$ cat config.mk
export PLATFORM = sky130hd
export DESIGN_NAME = ram16k_dma
export DESIGN_NICKNAME = d
export VERILOG_FILES = /design/src/rtl/ram16k_pkg.sv /design/src/rtl/ram16k_dma_ctr.sv /design/src/rtl/ram16k_dma.sv
export SDC_FILE = /design/constraint.sdc
export NUM_CORES = 1
export LEC_CHECK = 0
export CAP_MARGIN = 20
export CORE_UTILIZATION = 31
export CTS_CLUSTER_SIZE = 12
export DETAILED_ROUTE_END_ITERATION = 10
export SETUP_SLACK_MARGIN = 0.4
export SLEW_MARGIN = 20
export SYNTH_ARGS = -nofsm -noshare
export SYNTH_HDL_FRONTEND = slang
export SYNTH_HIERARCHICAL = 1
export SYNTH_SLANG_ARGS = --single-unit
$ cat constraint.sdc
create_clock -name clk -period 2.5 [get_ports clk]
set_input_delay 0.25 -clock clk [delete_from_list [all_inputs] [get_ports clk]]
set_output_delay 0.25 -clock clk [all_outputs]
set_load 0.01 [all_outputs]
$ cat src/rtl/ram16k_pkg.sv
`default_nettype none
// ============================================================================
// Module   : ram16k_pkg
// Purpose  : Shared widths, state encoding and mode constants for the
//            RAM16k DMA engine.
// Revision : 1.0 - initial release
// ============================================================================
package ram16k_pkg;

    localparam int ADDR_W = 14;
    localparam int DATA_W = 16;

    typedef enum logic [2:0] {
        ST_IDLE   = 3'd0,
        ST_READ   = 3'd1,
        ST_WRITE  = 3'd2,
        ST_VERIFY = 3'd3,
        ST_DONE   = 3'd4
    } state_e;

    localparam logic MODE_COPY = 1'b0;
    localparam logic MODE_FILL = 1'b1;

    // Copy needs a read before every write; fill writes back-to-back.
    function automatic state_e xfer_state(input logic mode);
        return (mode == MODE_FILL) ? ST_WRITE : ST_READ;
    endfunction

endpackage
`default_nettype wire

$ cat src/rtl/ram16k_dma_ctr.sv
`default_nettype none
// ============================================================================
// Module   : ram16k_dma_ctr
// Purpose  : Loadable WIDTH-bit counter wrapping modulo 2^WIDTH; counts up,
//            or down when DOWN=1. Load has priority over enable.
// Revision : 1.0 - initial release
// ============================================================================
module ram16k_dma_ctr
    import ram16k_pkg::*;
#(
    parameter int WIDTH = ADDR_W,
    parameter bit DOWN  = 1'b0
) (
    input  logic             clk,
    input  logic             rst_n,
    input  logic             load,
    input  logic [WIDTH-1:0] load_val,
    input  logic             en,
    output logic [WIDTH-1:0] count
);

    logic [WIDTH-1:0] count_q;
    logic [WIDTH-1:0] count_d;

    always_comb begin
        count_d = count_q;
        if (load) begin
            count_d = load_val;
        end else if (en) begin
            count_d = DOWN ? (count_q - WIDTH'(1)) : (count_q + WIDTH'(1));
        end
    end

    always_ff @(posedge clk or negedge rst_n) begin
        if (!rst_n) begin
            count_q <= '0;
        end else begin
            count_q <= count_d;
        end
    end

    assign count = count_q;

endmodule
`default_nettype wire

$ cat src/rtl/ram16k_dma.sv
`default_nettype none
// ============================================================================
// Module   : ram16k_dma
// Purpose  : Copy/fill DMA engine driving a RAM16k port (in/load/sel/out).
//            Optional macro RAM16K_DMA_VERIFY_EN adds a read-back VERIFY
//            cycle after every write and an err output.
// Revision : 1.0 - initial release
// ============================================================================
module ram16k_dma
    import ram16k_pkg::*;
(
    input  logic              clk,
    input  logic              rst_n,
    input  logic              start,
    input  logic              mode,
    input  logic [ADDR_W-1:0] src_addr,
    input  logic [ADDR_W-1:0] dst_addr,
    input  logic [ADDR_W-1:0] len,
    input  logic [DATA_W-1:0] fill_val,
    output logic              busy,
    output logic              done,
    output logic [DATA_W-1:0] mem_in,
    output logic              mem_load,
    output logic [ADDR_W-1:0] mem_sel,
    input  logic [DATA_W-1:0] mem_out
`ifdef RAM16K_DMA_VERIFY_EN
    ,
    output logic              err
`endif
);

    state_e            state_q, state_d;
    logic              mode_q, mode_d;
    logic [DATA_W-1:0] fill_q, fill_d;
    logic [DATA_W-1:0] data_q, data_d;
`ifdef RAM16K_DMA_VERIFY_EN
    logic              err_q, err_d;
`endif

    logic              accept;
    logic              ctr_en;
    logic [ADDR_W-1:0] src_ptr;
    logic [ADDR_W-1:0] dst_ptr;
    logic [ADDR_W-1:0] remaining;
    logic [DATA_W-1:0] wr_word;

    assign accept  = (state_q == ST_IDLE) && start;
    assign wr_word = (mode_q == MODE_FILL) ? fill_q : data_q;

    ram16k_dma_ctr #(.WIDTH(ADDR_W), .DOWN(1'b0)) u_src_ctr (
        .clk      (clk),
        .rst_n    (rst_n),
        .load     (accept),
        .load_val (src_addr),
        .en       (ctr_en),
        .count    (src_ptr)
    );

    ram16k_dma_ctr #(.WIDTH(ADDR_W), .DOWN(1'b0)) u_dst_ctr (
        .clk      (clk),
        .rst_n    (rst_n),
        .load     (accept),
        .load_val (dst_addr),
        .en       (ctr_en),
        .count    (dst_ptr)
    );

    ram16k_dma_ctr #(.WIDTH(ADDR_W), .DOWN(1'b1)) u_rem_ctr (
        .clk      (clk),
        .rst_n    (rst_n),
        .load     (accept),
        .load_val (len),
        .en       (ctr_en),
        .count    (remaining)
    );

    always_comb begin
        state_d  = state_q;
        mode_d   = mode_q;
        fill_d   = fill_q;
        data_d   = data_q;
`ifdef RAM16K_DMA_VERIFY_EN
        err_d    = err_q;
`endif
        ctr_en   = 1'b0;
        busy     = 1'b0;
        done     = 1'b0;
        mem_load = 1'b0;
        mem_sel  = '0;
        mem_in   = '0;

        case (state_q)
            ST_IDLE: begin
                if (start) begin
                    mode_d = mode;
                    fill_d = fill_val;
`ifdef RAM16K_DMA_VERIFY_EN
                    err_d  = 1'b0;
`endif
                    state_d = (len == '0) ? ST_DONE : xfer_state(mode);
                end
            end
            ST_READ: begin
                busy    = 1'b1;
                mem_sel = src_ptr;
                data_d  = mem_out;
                state_d = ST_WRITE;
            end
            ST_WRITE: begin
                busy     = 1'b1;
                mem_sel  = dst_ptr;
                mem_in   = wr_word;
                mem_load = 1'b1;
                ctr_en   = 1'b1;
`ifdef RAM16K_DMA_VERIFY_EN
                state_d  = ST_VERIFY;
`else
                state_d  = (remaining == ADDR_W'(1)) ? ST_DONE : xfer_state(mode_q);
`endif
            end
`ifdef RAM16K_DMA_VERIFY_EN
            // Pointers already advanced at the write edge; look one word back.
            ST_VERIFY: begin
                busy    = 1'b1;
                mem_sel = dst_ptr - ADDR_W'(1);
                if (mem_out != wr_word) begin
                    err_d   = 1'b1;
                    state_d = ST_DONE;
                end else begin
                    state_d = (remaining == '0) ? ST_DONE : xfer_state(mode_q);
                end
            end
`endif
            ST_DONE: begin
                done    = 1'b1;
                state_d = ST_IDLE;
            end
            default: begin
                state_d = ST_IDLE;
            end
        endcase
    end

    always_ff @(posedge clk or negedge rst_n) begin
        if (!rst_n) begin
            state_q <= ST_IDLE;
            mode_q  <= MODE_COPY;
            fill_q  <= '0;
            data_q  <= '0;
`ifdef RAM16K_DMA_VERIFY_EN
            err_q   <= 1'b0;
`endif
        end else begin
            state_q <= state_d;
            mode_q  <= mode_d;
            fill_q  <= fill_d;
            data_q  <= data_d;
`ifdef RAM16K_DMA_VERIFY_EN
            err_q   <= err_d;
`endif
        end
    end

`ifdef RAM16K_DMA_VERIFY_EN
    assign err = err_q;
`endif

endmodule
`default_nettype wire

After elaboration in Yosys (flattened, before gate mapping)
Index checks and enable logic that the tools add are counted.
{"block": "classes", "n_eq_ne": 5, "n_addsub": 3, "n_reduce_logical": 6, "muxes": 18}
{"operator": "$mux 14", "n": 6}
{"operator": "$mux 16", "n": 2}
{"operator": "$add 14x1->14 const B", "n": 2}
{"operator": "$pmux 14 s2", "n": 1}
{"operator": "$eq 14x1->1 const B", "n": 1}
{"operator": "$logic_not 14->1", "n": 1}
{"operator": "$sub 14x1->14 const B", "n": 1}
{"operator": "$mux 3", "n": 3}
{"operator": "$pmux 3 s3", "n": 1}
{"operator": "$mux 2", "n": 2}
{"operator": "$eq 3x1->1 const B", "n": 1}
{"operator": "$eq 3x2->1 const B", "n": 1}
{"operator": "$eq 3x3->1 const B", "n": 1}
{"operator": "$logic_not 3->1", "n": 1}
{"operator": "$mux 1", "n": 3}
{"operator": "$ne 2x2->1 const B", "n": 1}
{"operator": "$reduce_and 2->1", "n": 1}
{"operator": "$reduce_bool 2->1", "n": 1}
{"operator": "$reduce_or 2->1", "n": 1}
{"operator": "$logic_and 1x1->1", "n": 1}
{"block": "totals", "input_bits": 78, "out_inout_bits": 33, "register_bits": 78}

Longest topological paths before layout
{"block": "logic_depth", "word_depth": 4, "mapped_depth": 10, "depth_no_buf": 7}

Hierarchy
The synthesis kept the hierarchy.
{"module": "ram16k_dma", "area_each_um2": 1839.3, "n_inst": 1, "seq_area_each_um2": 900.9, "cells_each": 152}
{"module": "ram16k_dma_ctr at u_dst_ctr ...", "area_each_um2": 843.3, "n_inst": 2, "seq_area_each_um2": 350.3, "cells_each": 88}
{"module": "ram16k_dma_ctr at u_rem_ctr", "area_each_um2": 804.5, "n_inst": 1, "seq_area_each_um2": 350.3, "cells_each": 79}

Worst setup path after synthesis
No wires, ideal clock.
{"block": "synth_timing", "kind": "reg-to-reg", "start": "register state_q[1]", "end": "register u_src_ctr.count_q[9], in the netlist u_src_ctr/count[9]", "arrival_time_ns": 2.082, "synth_period_minus_slack_ns": 2.206, "required_ns": 2.376, "path_buffers": 4, "path_slack_ns": 0.294, "path_stages_with_launch": 11, "cell_sequence": "dfrtp_1 -> inv_2 -> or3_1 -> buf_4 -> clkinv_4 -> buf_6 -> buf_6 -> nand4_2 -> buf_6 -> o31a_1 -> o31a_1"}
{"block": "synth_between", "elab_chain_len": 3}
{"item": "from (decl)", "line_no": "ram16k_dma.sv:32", "source": "state_e state_q, state_d;"}
{"item": "from (signal assigned)", "line_no": "ram16k_dma.sv:154", "source": "state_q <= state_d;"}
{"item": "$eq 3x2->1"}
{"item": "$mux 1"}
{"item": "named net mem_load", "line_no": "ram16k_dma.sv:23", "source": "output logic mem_load,"}
{"item": "$reduce_bool 2->1 (no source line)"}
{"item": "to (signal assigned)", "line_no": "ram16k_dma_ctr.sv:38", "source": "count_q <= count_d;"}
{"item": "to (decl)", "line_no": "ram16k_dma_ctr.sv:22", "source": "logic [WIDTH-1:0] count_q;"}
The timed path passes the listed nets, and every way through them passes these cells.
A chain may end at the register's enable or synchronous reset.

Worst setup path after layout
{"block": "layout_timing", "start": "register state_q[0]", "end": "output busy"}
{"block": "layout_between", "elab_chain_len": 3}
{"item": "$eq 3x2->1 or $eq 3x1->1 (tied branches)", "line_no": "ram16k_dma.sv:92", "source": "case (state_q)"}
{"item": "$reduce_or 2->1 (no source line) *"}
{"item": "$mux 1 *", "line_no": "ram16k_dma.sv:92"}
{"item": "to (decl)", "line_no": "ram16k_dma.sv:20", "source": "output logic busy,"}
Mark *: on every way between the ends. The rest lies on a longest branch, timed or not.

==> impl_metrics.json <==
{
  "status": "finished, violations left",
  "violations": "hold timing",
  "cts_sinks": 78,
  "max_slew_margin_pct": 52.4,
  "chipHeight_um": 120,
  "fin_cells": 721,
  "cts-hold-fix-buffers": 0,
  "vias": 3727,
  "period_minus_slack_ns": 2.09,
  "place_hpwl_mm": 7.88,
  "end_kind": "output pin",
  "fin_worst_skew_ns": 0.00492,
  "path_depth": 6,
  "cp_data_arrival_time_ns": 1.84,
  "power.density_nw_per_um2": 1170,
  "hold-worst-slack_ns": -0.0459,
  "top_level_ports": 111,
  "dieArea_um2": 14400,
  "gr-usage-all-layers_pct": 16.2,
  "clkLatencyLatePin_ns": 0.33,
  "timing.rr.end": "u_rem_ctr/count[12]",
  "syn_avg_cell_area_um2": 10.6,
  "crit_chain": "buf_4 > nor3b_4 > buf_12 > buf_4 > or2_2 > dlygate4sd2_1",
  "gp_congestion": 0.872,
  "wirelength_mm": 11.6,
  "drtAntennaViolNets": 0,
  "grt_max_degree": 79,
  "numCtsBuffers": 9,
  "drive_gt1_share_pct": 20.6,
  "critical_path.slowest_cell": "dfrtp_1",
  "rows": 42,
  "critPathLaunchType": "flip-flop",
  "final_cell_mix": "78 x clkdlybuf4s50_1, 76 x dfrtp_1, 40 x nand2_1",
  "finalCritPeriodShare_pct": 83.4,
  "syn-num-nets": 488,
  "worst_pin_slew_ns": 0.714,
  "crit_top_cell": "buf_4",
  "area_growth_syn_to_layout_pct": 41.2,
  "yosys-top-cells-area": "dfrtp_1 45%, mux2_2 9.6%, mux2i_1 4.2%, nand2_1 3.5%, a22o_1 2.8%",
  "synth_cell_types": 47,
  "port_buffers": 110,
  "antennaDiodeCount": 0,
  "worstPathRequired_ns": 2.25,
  "hold_viol_final": 78,
  "grt_pass1_vias": 3482,
  "rsz0062_at_grt": "true",
  "p_total_mw": 7.13,
  "reg2reg_depth": 8,
  "slowest_delay_ns": 0.38,
  "dpl.cell_count": 681,
  "tns_ns": 0,
  "root_buffer": "clkbuf_16",
  "grt_overflow_total": 0,
  "maxSlewViolCount": 0,
  "drcViolationCount": 0,
  "drt_pass1_iterations": 4,
  "cap_violations": 0,
  "synth_top_area_share_pct": 45.1,
  "antenna_found_initial": 0,
  "cts_tree": "done",
  "rr_startpoint": "state_q[1]",
  "crit_family": "buffers and inverters",
  "syn_area_um2": 4330,
  "p_leak_nw": 2.50,
  "synth_area_leader_cell": "dfrtp_1",
  "wl_per_cell_um": 16.1,
  "ys_seq_area_share_pct": 45.1,
  "grt_pass1_wl_mm": 18.2,
  "max-vdd-ir-drop_mv": 0.451,
  "finalSetupViolations": 0,
  "path_clk_slew_ns": 0.06,
  "ys_ff_latch": 78,
  "timing.fmax_mhz": 479,
  "die_w_um": 120,
  "final_common_cell": "clkdlybuf4s50_1",
  "initial_core_util_pct": 32.2,
  "r2r_setup_slack_ns": 0.49,
  "critPathBufInv": 4,
  "clk_path_buf_depth": 2,
  "syn_inst": 407,
  "nNetsFinal": 622,
  "ys_warn_count": 6,
  "core-area_um2": 13500,
  "fillers": 1323,
  "initialDrtViolationCount": 185,
  "htree_levels": 3,
  "via_per_inst": 5.17,
  "criticalPathCategory": "flip-flop to output pin",
  "crit_fanout": 5,
  "min_path_type": "input port to async pin"
}
-- logic make-up after synthesis --
logic type,share of synthesized area (%)
buf+inv,3.93
fa+ha+maj,0.867
flops,45.1
compound gates,12.3
simple gates,19.8
mux,13.8
xor+xnor,4.25
-- metrics by stage --
stage	utilization, %	setup WS [ns]	instance area [um^2]
6_report	45.5	0.414	6120
3_3_place_gp	41.9	0.358	5640
5_1_grt	45.5	0.357	6120
3_5_place_dp	41.9	0.333	5640
4_1_cts	44.5	0.276	5990
2_1_floorplan	-	0.382	4380
-- worst reg2reg max path: stages, from the launching register on --
cell       delay, ns
dfrtp_2         0.36
inv_2           0.04
or3_4           0.43
buf_6           0.16
clkinv_8        0.07
nand4bb_4       0.18
nor4_4          0.31
xor2_1          0.09
mux2_2          0.26
-- timing repair --
item / CTS / global route
endpoints found under the setup margin: 38 / 39
pin swaps: 2 / 5
buffers inserted: 11 / 11
gates resized for setup: 34 / 12
cloned: 1 / 2
-- where the power goes --
group	switching (mW)	internal, mW	total, mW
registers	0.732	1.89	2.62
clock network	0.506	0.662	1.17
logic	1.56	1.79	3.35
-- worst max path at each step --
stage / to / slack [ns] / startpoint
after floorplan: u_src_ctr/count[10] / 0.38 / state_q[2]
after global placement: mem_sel[9] / 0.36 / state_q[2]
after detailed placement: mem_sel[2] / 0.33 / state_q[2]
after CTS: mem_sel[2] / 0.28 / state_q[1]
after global routing: busy / 0.36 / state_q[0]
final: busy / 0.41 / state_q[0]
-- metal layers --
metal  part of all wire [%]  track usage, %  wire length [um]
met5                      0               0                 0
met4                    1.9            6.88               225
met3                    4.6            2.26               530
met2                     48            25.7              5530
met1                     46            22.2              5330
-- synthesized netlist by cell type, drive strengths merged --
| library cell | number |
|---|---|
| nor2b | 5 |
| clkinv | 1 |
| a2bb2oi | 1 |
| nor4 | 15 |
| buf | 14 |
| a22o | 14 |
| o21ai | 25 |
| o31a | 12 |
| nand2b | 6 |
| inv | 7 |
| xnor2 | 10 |
| o41ai | 4 |
| nor4b | 4 |
| mux2 | 37 |
| o311ai | 2 |
| a31oi | 4 |
| a311o | 1 |
| and4 | 1 |
| nor3b | 2 |
| clkbuf | 7 |
| mux2i | 18 |
| nor3 | 2 |
| o32ai | 1 |
| nand4 | 15 |
| or4 | 7 |
| xor2 | 11 |
| a22oi | 2 |
| nand4bb | 1 |
| or2 | 5 |
| ha | 3 |
| nor2 | 26 |
| nand2 | 42 |
| nand3 | 8 |
| dfrtp | 78 |
| or3 | 8 |
| o211ai | 8 |
-- area by class of cell --
| type | count | area [um^2] | share of cell area [%] |
|---|---|---|---|
| inverter | 8 | 42.5 | 0.696 |
| clock inverter | 6 | 40.0 | 0.655 |
| clock buffer | 9 | 225 | 3.68 |
| sequential | 78 | 1950 | 32.0 |
| timing repair buffer | 142 | 1350 | 22.0 |
| timing repair inverter | 2 | 25.0 | 0.409 |
| multi-input combinational | 300 | 2260 | 37.0 |
| tap | 176 | 220 | 3.60 |
-- flip-flops by register name (all words and copies together) (netlist names) --
register	flops
mode_q	1
data_q	16
u_dst_ctr/count	14
fill_q	16
u_rem_ctr/count	14
u_src_ctr/count	14
state_q	3
Power figures use the tool's default switching activity.
